## src/rtl/mul_repeated_add_if.sv

```systemverilog
// mul_repeated_add_if: operand/result bus between a sequencer and the multiplier
interface mul_repeated_add_if #(parameter int WIDTH = 16);
  logic             start;
  logic [WIDTH-1:0] data_in;
  logic [WIDTH-1:0] product;
  logic             done;
  modport master (output start, data_in, input product, done);
  modport slave  (input start, data_in, output product, done);
endinterface

```

## src/rtl/mul_repeated_add.sv

```systemverilog
// mul_repeated_add: unsigned multiplier by repeated addition with a down-counting multiplier
module mul_repeated_add #(parameter int WIDTH = 16) (
  input logic               clk,
  input logic               rst_n,
  mul_repeated_add_if.slave bus
);
  typedef enum logic [2:0] {IDLE, LOAD_A, LOAD_B, MUL, DONE} state_t;
  state_t           state_q, state_d;
  logic [WIDTH-1:0] a_q, a_d, b_q, b_d, p_q, p_d;
  logic             eqz;
  assign eqz         = b_q == '0;
  assign bus.product = p_q;
  assign bus.done    = state_q == DONE;
  // next state and datapath updates; eqz is tested before any decrement so B never wraps
  always_comb begin
    state_d = state_q;
    a_d     = a_q;
    b_d     = b_q;
    p_d     = p_q;
    case (state_q)
      IDLE:    state_d = bus.start ? LOAD_A : IDLE;
      LOAD_A: begin
        a_d     = bus.data_in;
        state_d = LOAD_B;
      end
      LOAD_B: begin
        b_d     = bus.data_in;
        p_d     = '0;
        state_d = MUL;
      end
      MUL: begin
        state_d = eqz ? DONE : MUL;
        p_d     = eqz ? p_q : p_q + a_q;
        b_d     = eqz ? b_q : b_q - WIDTH'(1);
      end
      DONE:    state_d = bus.start ? DONE : IDLE;
      default: state_d = IDLE;
    endcase
  end
  // state and datapath registers with synchronous active-low reset
  always_ff @(posedge clk) begin
    if (!rst_n) begin
      state_q <= IDLE;
      a_q     <= '0;
      b_q     <= '0;
      p_q     <= '0;
    end else begin
      state_q <= state_d;
      a_q     <= a_d;
      b_q     <= b_d;
      p_q     <= p_d;
    end
  end
endmodule

```

## src/flat_wrapper.sv

```systemverilog
// flat-port wrapper written by rule: the top's interface ports become plain ports
module mul_repeated_add_flat 
#(parameter int WIDTH = 16)
  (clk, rst_n, bus_start, bus_data_in, bus_product, bus_done);
  mul_repeated_add_if #(.WIDTH(WIDTH)) bus_i ();
  input logic clk;
  input logic rst_n;
  input wire logic [$bits(bus_i.start)-1:0] bus_start;
  input wire logic [$bits(bus_i.data_in)-1:0] bus_data_in;
  output wire logic [$bits(bus_i.product)-1:0] bus_product;
  output wire logic [$bits(bus_i.done)-1:0] bus_done;
  assign bus_i.start = bus_start;
  assign bus_i.data_in = bus_data_in;
  assign bus_product = bus_i.product;
  assign bus_done = bus_i.done;
  mul_repeated_add #(.WIDTH(WIDTH)) u_core (.clk(clk), .rst_n(rst_n), .bus(bus_i));
endmodule
```

## config.mk

```make
export PLATFORM = sky130hd
export DESIGN_NAME = mul_repeated_add_flat
export DESIGN_NICKNAME = d
export VERILOG_FILES = /design/src/rtl/mul_repeated_add_if.sv /design/src/rtl/mul_repeated_add.sv /design/src/flat_wrapper.sv
export SDC_FILE = /design/constraint.sdc
export NUM_CORES = 1
export LEC_CHECK = 0
export ABC_CLOCK_PERIOD_IN_PS = 3900
export CORE_MARGIN = 2
export CORE_UTILIZATION = 60
export CTS_CLUSTER_DIAMETER = 200
export DETAILED_ROUTE_END_ITERATION = 12
export GPL_TIMING_DRIVEN = 0
export PLACE_DENSITY = 0.85
export SYNTH_ARGS = -nofsm -noshare
export SYNTH_HDL_FRONTEND = slang
export SYNTH_SLANG_ARGS = --single-unit
```

## constraint.sdc

```tcl
create_clock -name clk -period 3.9 [get_ports clk]
set_input_delay 0.78 -clock clk [delete_from_list [all_inputs] [get_ports clk]]
set_output_delay 0.78 -clock clk [all_outputs]
set_load 0.01 [all_outputs]
```

==> results of run 1 <==
==> worst paths after layout <==
check	from	endpoint	slack, ns	cells after the start
worst max-delay path	u_core.bus.product[0]	u_core.bus.product[12]	1.37	9
worst min-delay path	u_core.a_q[2]	u_core.a_q[2]	0.47	2
worst max register to register	u_core.bus.product[0]	u_core.bus.product[12]	1.37	9
worst min register to register	u_core.a_q[2]	u_core.a_q[2]	0.47	2
==> cells by family (layout without fill, tap and decap cells) <==
logic type | count (synthesis) | after routing | synth area share (%)
adders and majority gates | 17 | 17 | 7.32
DFF | 51 | 51 | 33.9
and+or+nand+nor | 144 | 144 | 23.7
xor gates and xnor gates | 9 | 9 | 2.62
AOI/OAI and AO/OA | 127 | 127 | 28.0
buffers and inverters | 28 | 71 | 4.45
==> state kept, by name, summed over array words and instances (netlist names) <==
signal              cells
u_core.bus.product     16
u_core.a_q             16
u_core.state_q          3
u_core.b_q             16
==> per-stage QoR <==
stage | setup WS [ns] | util [%] | cells | total power, W | hold slack (ns)
after floorplan | 1.66 | - | 376 | 0.000810 | 0.440
after global routing | 1.27 | 74.7 | 486 | 0.00139 | 0.486
after detailed placement | 1.21 | 72.0 | 478 | 0.000899 | 0.455
final | 1.37 | 74.7 | 486 | 0.00134 | 0.469
after CTS | 1.41 | 74.7 | 486 | 0.00133 | 0.469
after global placement | 1.27 | 72.0 | 478 | 0.000890 | 0.449
==> where the power goes <==
group	internal (W)	leakage, nW	switching (W)
sequential	0.000550	0.415	0.0000306
clock	0.000257	0.0654	0.000186
combinational	0.000120	0.849	0.000193
total	0.000927	1.33	0.000409
==> critical path, stage by stage, from the launching register on <==
cell and delay (ns):
dfxtp_1 0.33, ha_1 0.23, inv_1 0.07, fa_1 0.18, nor2b_1 0.09, o31ai_2 0.37
a21oi_1 0.23, and3_1 0.23, or4_1 0.46, a32o_1 0.25
==> metal layers <==
metal,track usage (%),routed length [um],share of wire [%]
met5,0,0,0
met2,48.6,3790,49
met3,5.22,420,5.4
met4,12.3,178,2.3
met1,36.5,3330,43
==> layout by cell type, fill, tap and decap left out, types with 3 or more instances in the layout <==
cell type,count
o21ai_0,23
nand2_1,71
clkbuf_8,5
nor4_1,3
nand4_1,4
o31ai_1,5
inv_1,9
xnor2_1,6
clkbuf_1,13
o21bai_1,3
or3_1,5
nor2b_1,6
a21oi_1,50
ha_1,16
nor3_1,10
nand3_1,9
nor2_1,18
a22oi_2,4
clkdlybuf4s50_1,35
o211ai_1,4
buf_6,3
a22o_1,6
xor2_1,3
o21ai_1,4
dfxtp_1,51
==> cell type report <==
| class | count | share of cell area, % |
|---|---|---|
| multi-input combinational | 297 | 51.9 |
| buffer | 18 | 2.69 |
| sequential | 51 | 28.5 |
| clock inverter | 2 | 1.68 |
| tap | 67 | 2.34 |
| inverter | 10 | 1.05 |
| clock buffer | 6 | 2.03 |
| timing repair buffer | 35 | 9.79 |
==> Yosys cell counts (all sizes together) (2+ instances only) <==
master / number / area (um2)
a22oi: 5 / 57.6
a32o: 2 / 20.0
or3: 5 / 31.3
and3: 2 / 12.5
nand4: 4 / 25.0
a2bb2oi: 2 / 17.5
ha: 16 / 200
inv: 10 / 37.5
a211oi: 4 / 40.0
or4: 2 / 15.0
o41ai: 3 / 45.1
nand2: 71 / 267
nand3: 9 / 45.0
xor2: 3 / 26.3
clkbuf: 12 / 45.0
o211ai: 4 / 30.0
o21a: 2 / 15.0
nand2b: 2 / 12.5
a21oi: 50 / 250
and2: 2 / 12.5
buf: 6 / 51.3
o21bai: 3 / 22.5
nor2b: 6 / 37.5
nor3: 12 / 70.1
dfxtp: 51 / 1020
nor4: 4 / 40.0
o21ai: 28 / 144
nor2: 21 / 91.3
a31oi: 2 / 12.5
a22o: 6 / 52.6
a21o: 2 / 15.0
xnor2: 6 / 52.6
o31ai: 6 / 50.1
==> results.toml, run 1 <==
[timing]
slew_headroom_pct = 54.3
rsz0062_at_grt = "false"
drv_slew = 0
final-setup-viol-count = 0
fin_skew_ns = 0.00671
tightestPinTransition_ns = 0.680
hold_viol = 0
fin_crit_sh_pct = 64.9
period_needed_ns = 2.53
fmax_mhz = 395
fin_setup_tns_ns = 0

[clocking]
cts_tree = "done"
clk_pin_slew_ns = 0.10
ctsHoldBuffers = 0
insertion_delay_ns = 0.32
root_buffer = "clkbuf_8"
numCtsBuffers = 5
htreeDepth = 2
post_cts_buffers = 0
numClockSinks = 51
cts_resized = 0
clockBufferDepth = 2

[detailed_routing]
first_pass_iters = 5
route.detailed.drc = 0
wl_per_cell_um = 15.9
ant_nets = 0
avgViaCountPerCell = 6.00
vias = 2918
wl_mm = 7.72
drt_iter0_markers = 192

[place]
post_dp_cell_area_um2 = 3440
place_hpwl_mm = 5.79
place_congestion = 0.895
port_buffers = 35

[flow_run]
cap_violations = 0

[die]
num_rows = 25
core_um2 = 4790
initial_core_util_pct = 62.9
dieArea_um2 = 5600
die_w_um = 74.8
io_pins = 36
die_h_um = 74.8

[final_layout]
area_growth_pct = 18.8
diodes = 0
drive_above_1_share_pct = 7.16
num-fill-cells = 385
multi_input_area_um2 = 1860
final_nets = 454
regArea_um2 = 1020
final_area_um2 = 3580

[global_route]
antenna_found_initial = 0
grt_max_degree = 16
grtUsageTotal_pct = 29.0
grt_pass1_vias = 2706
grt_overflow_total = 0
grt_pass1_wl_mm = 12.4

[setup_path]
cp_max_fo = 4
cp.arrival_ns = 2.75
setup.worst_path.start_class = "register"
critPathCaptureType = "register"
required_ns = 4.12
worst-setup-path-type = "register to register"

[yosys]
ys_ff_latch = 51
avgSynthCellArea_um2 = 8.01
yosysUniqueCellTypes = 59
yosysSeqAreaShare_pct = 33.9
syn_inst = 376
synth_nets = 412
syn_area_um2 = 3010
synth-main-ff-cell = "dfxtp_1"
synth_warnings = 0
ys_async_sr_fraction_pct = 0
synth_edf_count = 0

[power_and_ir_drop]
irDropWorstVdd_mv = 0.304
leakage_nw = 1.33
pwr_density_cell_nw_per_um2 = 374

[status]
outcome = "finished clean"

[min_path]
hp-class = "register to register"
Power figures use the tool's default switching activity.
==> inputs of run 2 (changes only) <==
- ABC_CLOCK_PERIOD_IN_PS: 3900 -> 2100
- CORE_UTILIZATION: 60 -> 51
- PLACE_DENSITY: 0.85 -> 0.77
- clock period: 3.9 -> 2.1 ns (I/O delays scaled with it)
==> results.toml, run 2 (synthesis gave the netlist of run 1 again) <==
[status]
outcome = "finished, violations left"
violations = "negative setup slack"

[timing]
hold_viol = 0
fin_ws_ns = -0.0634
slew_headroom_pct = 52.4
period_needed_ns = 2.16
tightestPinTransition_ns = 0.709
fin_skew_ns = 0.00642
fmax_mhz = 462
drv_slew = 0
rsz0062_at_grt = "true"
whs_ns = 0.467
final-setup-viol-count = 3
fin_crit_sh_pct = 103

[die]
num_rows = 27
dieArea_um2 = 6530
io_pins = 36
die_w_um = 80.8
core_um2 = 5610
initial_core_util_pct = 53.7
die_h_um = 80.8

[setup_path]
cp_cell_sequence = "ha_4, inv_2, fa_2, nor2b_4, o31ai_4, a21oi_4, and3_4, or4_4, a32o_1"
critPathCaptureType = "register"
worst-r2r-cell-count = 9
required_ns = 2.32
cp.arrival_ns = 2.38
setup.worst_path.start_class = "register"
worstReg2RegStart = "u_core.bus.product[0]"
cpMaxStageDelayCell = "or4_4"
crit_family = "simple AND/OR/NAND/NOR gates"
critical-path-max-stage-delay_ns = 0.40
path_buf_inv = 1
reg2reg_slack_ns = -0.06
worst-setup-path-type = "register to register"
r2r_end = "u_core.bus.product[12]"
cp_max_fo = 4

[detailed_routing]
route.detailed.drc = 0
avgViaCountPerCell = 6.15
drt_iter0_markers = 200
wl_per_cell_um = 17.4
wl_mm = 8.78
first_pass_iters = 4
vias = 3112
ant_nets = 0

[place]
place_congestion = 0.925
port_buffers = 35
numPlacedInstances = 483
place_hpwl_mm = 5.96
place_ws_ns = -0.275

[clocking]
clockBufferDepth = 2
root_buffer = "clkbuf_8"
insertion_delay_ns = 0.32
numClockSinks = 51
ctsHoldBuffers = 0
numCtsBuffers = 5
htreeDepth = 2
cts_tree = "done"
clk_pin_slew_ns = 0.10

[global_route]
grt_overflow_total = 0
antenna_found_initial = 0
grt_max_degree = 17
grt_pass1_vias = 2914
grt_pass1_wl_mm = 13.9
grtUsageTotal_pct = 27.3

[power_and_ir_drop]
pwr_density_cell_nw_per_um2 = 659
leakage_nw = 1.42
irDropWorstVdd_mv = 0.483

[min_path]
hold_path_end = "u_core.a_q[8]"
hp-class = "register to register"
hold_start = "u_core.a_q[8]"
min_path_cells = 2

[final_layout]
diodes = 0
drive_above_1_share_pct = 19.8
area_growth_pct = 30.6
final_nets = 469
num-fill-cells = 450
layout_common_cells = "nand2_1, a21oi_1, dfxtp_1, clkdlybuf4s50_1, o21ai_0"
final_common_cell = "nand2_1"
finalNonFillerCells = 506

[flow_run]
cap_violations = 0
[run 2: cell count changes in the layout (fill, tap and decap cells not counted), moves of 4 or more]
cell	delta
clkbuf_1	-5
a21oi_1	-4
ha_4	+4
ha_2	+5
dfxtp_1	-8
dfxtp_2	+7
buf_4	+11
ha_1	-9
[run 2: worst max path at each step]
| stage | from | endpoint | slack [ns] | cells past startpoint |
|---|---|---|---|---|
| after CTS | u_core.bus.product[0] | u_core.bus.product[12] | -0.05 | 9 |
| final | u_core.bus.product[0] | u_core.bus.product[12] | -0.06 | 9 |
| after global placement | u_core.b_q[0] | u_core.bus.product[15] | -0.23 | 8 |
| after global routing | u_core.a_q[0] | u_core.bus.product[14] | -0.13 | 10 |
| after floorplan | u_core.bus.product[0] | u_core.bus.product[12] | -0.02 | 9 |
| after detailed placement | u_core.b_q[0] | u_core.bus.product[15] | -0.27 | 8 |
[run 2: worst reg2reg max path, cell delays in order, from the launching register on]
cell	delay, ns
dfxtp_4	0.36
ha_4	0.16
inv_2	0.05
fa_2	0.21
nor2b_4	0.05
o31ai_4	0.28
a21oi_4	0.12
and3_4	0.19
or4_4	0.40
a32o_1	0.25
[run 2: layout make-up]
cell class | instances | area, um2 | area share, %
Sequential cell | 51 | 1030 | 26.3
Clock buffer | 5 | 68.8 | 1.75
Inverter | 10 | 37.5 | 0.955
Clock inverter | 3 | 67.6 | 1.72
Tap cell | 72 | 90.1 | 2.29
Buffer | 18 | 111 | 2.83
Timing Repair Buffer | 48 | 452 | 11.5
Multi-Input combinational cell | 299 | 2070 | 52.7
[run 2: metrics by stage]
| stage | setup TNS (ns) | util, % | area [um2] | total power [W] |
|---|---|---|---|---|
| 3_5_place_dp | -1.34 | 62.5 | 3500 | 0.00168 |
| 5_1_grt | -0.454 | 70.1 | 3930 | 0.00269 |
| 6_report | -0.0955 | 70.1 | 3930 | 0.00259 |
| 4_1_cts | -0.0564 | 67.5 | 3790 | 0.00253 |
| 2_1_floorplan | -0.0229 | - | 3060 | 0.00151 |
| 3_3_place_gp | -0.680 | 62.5 | 3500 | 0.00167 |
[run 2: routing by layer]
| layer | GRT usage (%) | share of wire (%) | vias to the layer above |
|---|---|---|---|
| met3 | 3.89 | 6.2 | 26 |
| met4 | 9.66 | 2.2 | 0 |
| met1 | 34.6 | 43 | 1467 |
| li1 | - | - | 1481 |
| met5 | 0 | 0 | - |
| met2 | 47.1 | 48 | 138 |
[run 2: where the power goes]
part / total [W] / internal [W] / switching (W)
combinational: 0.000666 / 0.000267 / 0.000399
sequential: 0.00108 / 0.00102 / 0.0000623
clock: 0.000842 / 0.000476 / 0.000366
[run 2: repair_timing]
item	CTS	global route
gates resized for setup	16	34
gates cloned	2	0
pin swaps	9	7
setup buffers	8	5
setup endpoints to repair	21	40
==> inputs of run 3 (changes only) <==
- CORE_UTILIZATION: 51 -> 26
- PLACE_DENSITY: 0.77 -> not set
==> results.toml, run 3 (synthesis gave the netlist of run 1 again) <==
[die]
die_w_um = 112
initial_core_util_pct = 26.5
die_h_um = 112
num_rows = 39
io_pins = 36
core_um2 = 11400
dieArea_um2 = 12500

[clocking]
clk_pin_slew_ns = 0.07
insertion_delay_ns = 0.29
clockBufferDepth = 2
root_buffer = "clkbuf_16"
numCtsBuffers = 5
ctsHoldBuffers = 0
cts_tree = "done"
numClockSinks = 51
htreeDepth = 2

[timing]
tightestPinTransition_ns = 0.614
whs_ns = 0.473
fin_skew_ns = 0.00813
period_needed_ns = 2.17
fin_ws_ns = -0.0735
hold_viol = 0
drv_slew = 0
fmax_mhz = 460
fin_setup_tns_ns = -0.0783
rsz0062_at_grt = "true"
fin_crit_sh_pct = 103
final-setup-viol-count = 2
slew_headroom_pct = 59.1

[setup_path]
setup.worst_path.start_class = "register"
worst-setup-path-type = "register to register"
cp_max_fo = 4
cp_cell_sequence = "ha_4, inv_2, fa_2, nor2b_4, o31ai_4, a21oi_4, and3_4, or4_1, a32o_1"
path_buf_inv = 1
crit_family = "compound AO/OA/AOI/OAI gates"
cp.arrival_ns = 2.36
critPathCaptureType = "register"
critical-path-max-stage-delay_ns = 0.39
required_ns = 2.29
cpMaxStageDelayCell = "or4_1"

[power_and_ir_drop]
irDropWorstVdd_mv = 0.355
leakage_nw = 1.45
swShare_pct = 31.2
pwr_density_cell_nw_per_um2 = 656
p_comb_share_pct = 26.0
total_power_w = 0.00271
clock_power_share_pct = 33.8
switching_power_w = 0.000846
sequentialPowerShare_pct = 40.1
power.internal_w = 0.00186

[place]
numPlacedInstances = 554
port_buffers = 35
place_hpwl_mm = 6.46
place_congestion = 0.844
place_ws_ns = -0.338

[status]
violations = "negative setup slack"
outcome = "finished, violations left"

[global_route]
gr-usage-met1_pct = 20.2
grt_pass1_vias = 2904
grt_use_met2_pct = 23.2
grt_max_degree = 16
busiest_layer = "met2"
antenna_found_initial = 0
grt_overflow_total = 0
gr-usage-met3_pct = 2.34
grt_pass1_wl_mm = 14.7
grtUsageTotal_pct = 14.5

[detailed_routing]
wl_mm = 9.23
ant_nets = 0
vias = 3036
first_pass_iters = 5
route.detailed.drc = 0
drt_iter0_markers = 160
avgViaCountPerCell = 5.24
wl_per_cell_um = 15.9

[flow_run]
cap_violations = 0

[final_layout]
layout_common_cells = "nand2_1, a21oi_1, dfxtp_1, clkdlybuf4s50_1"
final_common_cell = "nand2_1"
multi_input_area_um2 = 2110
area_growth_pct = 37.3
diodes = 0
regArea_um2 = 1040
final_nets = 471
num-fill-cells = 1185
finalNonFillerCells = 579
drive_above_1_share_pct = 20.9

[min_path]
hp-class = "register to register"
-- run 3: stage by stage --
step	area, um2	util (%)
5_1_grt	4130	36.3
4_1_cts	3860	33.9
6_report	4130	36.3
3_3_place_gp	3590	31.6
2_1_floorplan	3060	-
3_5_place_dp	3590	31.6
-- run 3: worst reg2reg max path, stage by stage (launching register included) --
cell and delay [ns]:
dfxtp_4 0.35, ha_4 0.16, inv_2 0.05, fa_2 0.22, nor2b_4 0.05, o31ai_4 0.27
a21oi_4 0.12, and3_4 0.19, or4_1 0.39, a32o_1 0.26
-- run 3: power by group through the flow --
stage | sequential (W) | combinational, W | clock (W)
after global placement | 0.00110 | 0.000574 | 0
after floorplan | 0.00109 | 0.000421 | 0
after global routing | 0.00109 | 0.000768 | 0.000972
after CTS | 0.00108 | 0.000613 | 0.000937
after detailed placement | 0.00110 | 0.000584 | 0
final | 0.00109 | 0.000706 | 0.000917
-- run 3: routing by layer --
layer	vias to the layer above	part of all wire [%]
li1	1497	-
met1	1450	48
met2	77	46
met3	12	4.3
met4	0	1.8
met5	-	0
-- run 3: layout make-up --
| type | count | share of cell area (%) |
|---|---|---|
| flip-flops and latches | 51 | 25.1 |
| clock buffers | 7 | 3.97 |
| inverters | 10 | 0.908 |
| plain buffers | 18 | 2.69 |
| repair buffers | 51 | 11.9 |
| multi-input cells | 298 | 51.0 |
| well taps | 143 | 4.33 |
| clock inverters | 1 | 0.121 |
-- run 3: final timing paths --
kind / depth (start not counted) / end / from / slack, ns
max: 9 / u_core.bus.product[12] / u_core.bus.product[0] / -0.07
min: 2 / u_core.b_q[1] / u_core.b_q[1] / 0.47
max reg2reg: 9 / u_core.bus.product[12] / u_core.bus.product[0] / -0.07
min reg2reg: 2 / u_core.b_q[1] / u_core.b_q[1] / 0.47
-- run 3: what timing repair did --
action | 4_1_cts | 5_1_grt
endpoints found under the setup margin | 20 | 40
gates cloned | 1 | 0
gates resized for setup | 12 | 52
buffers inserted | 5 | 11
pin swaps | 8 | 17
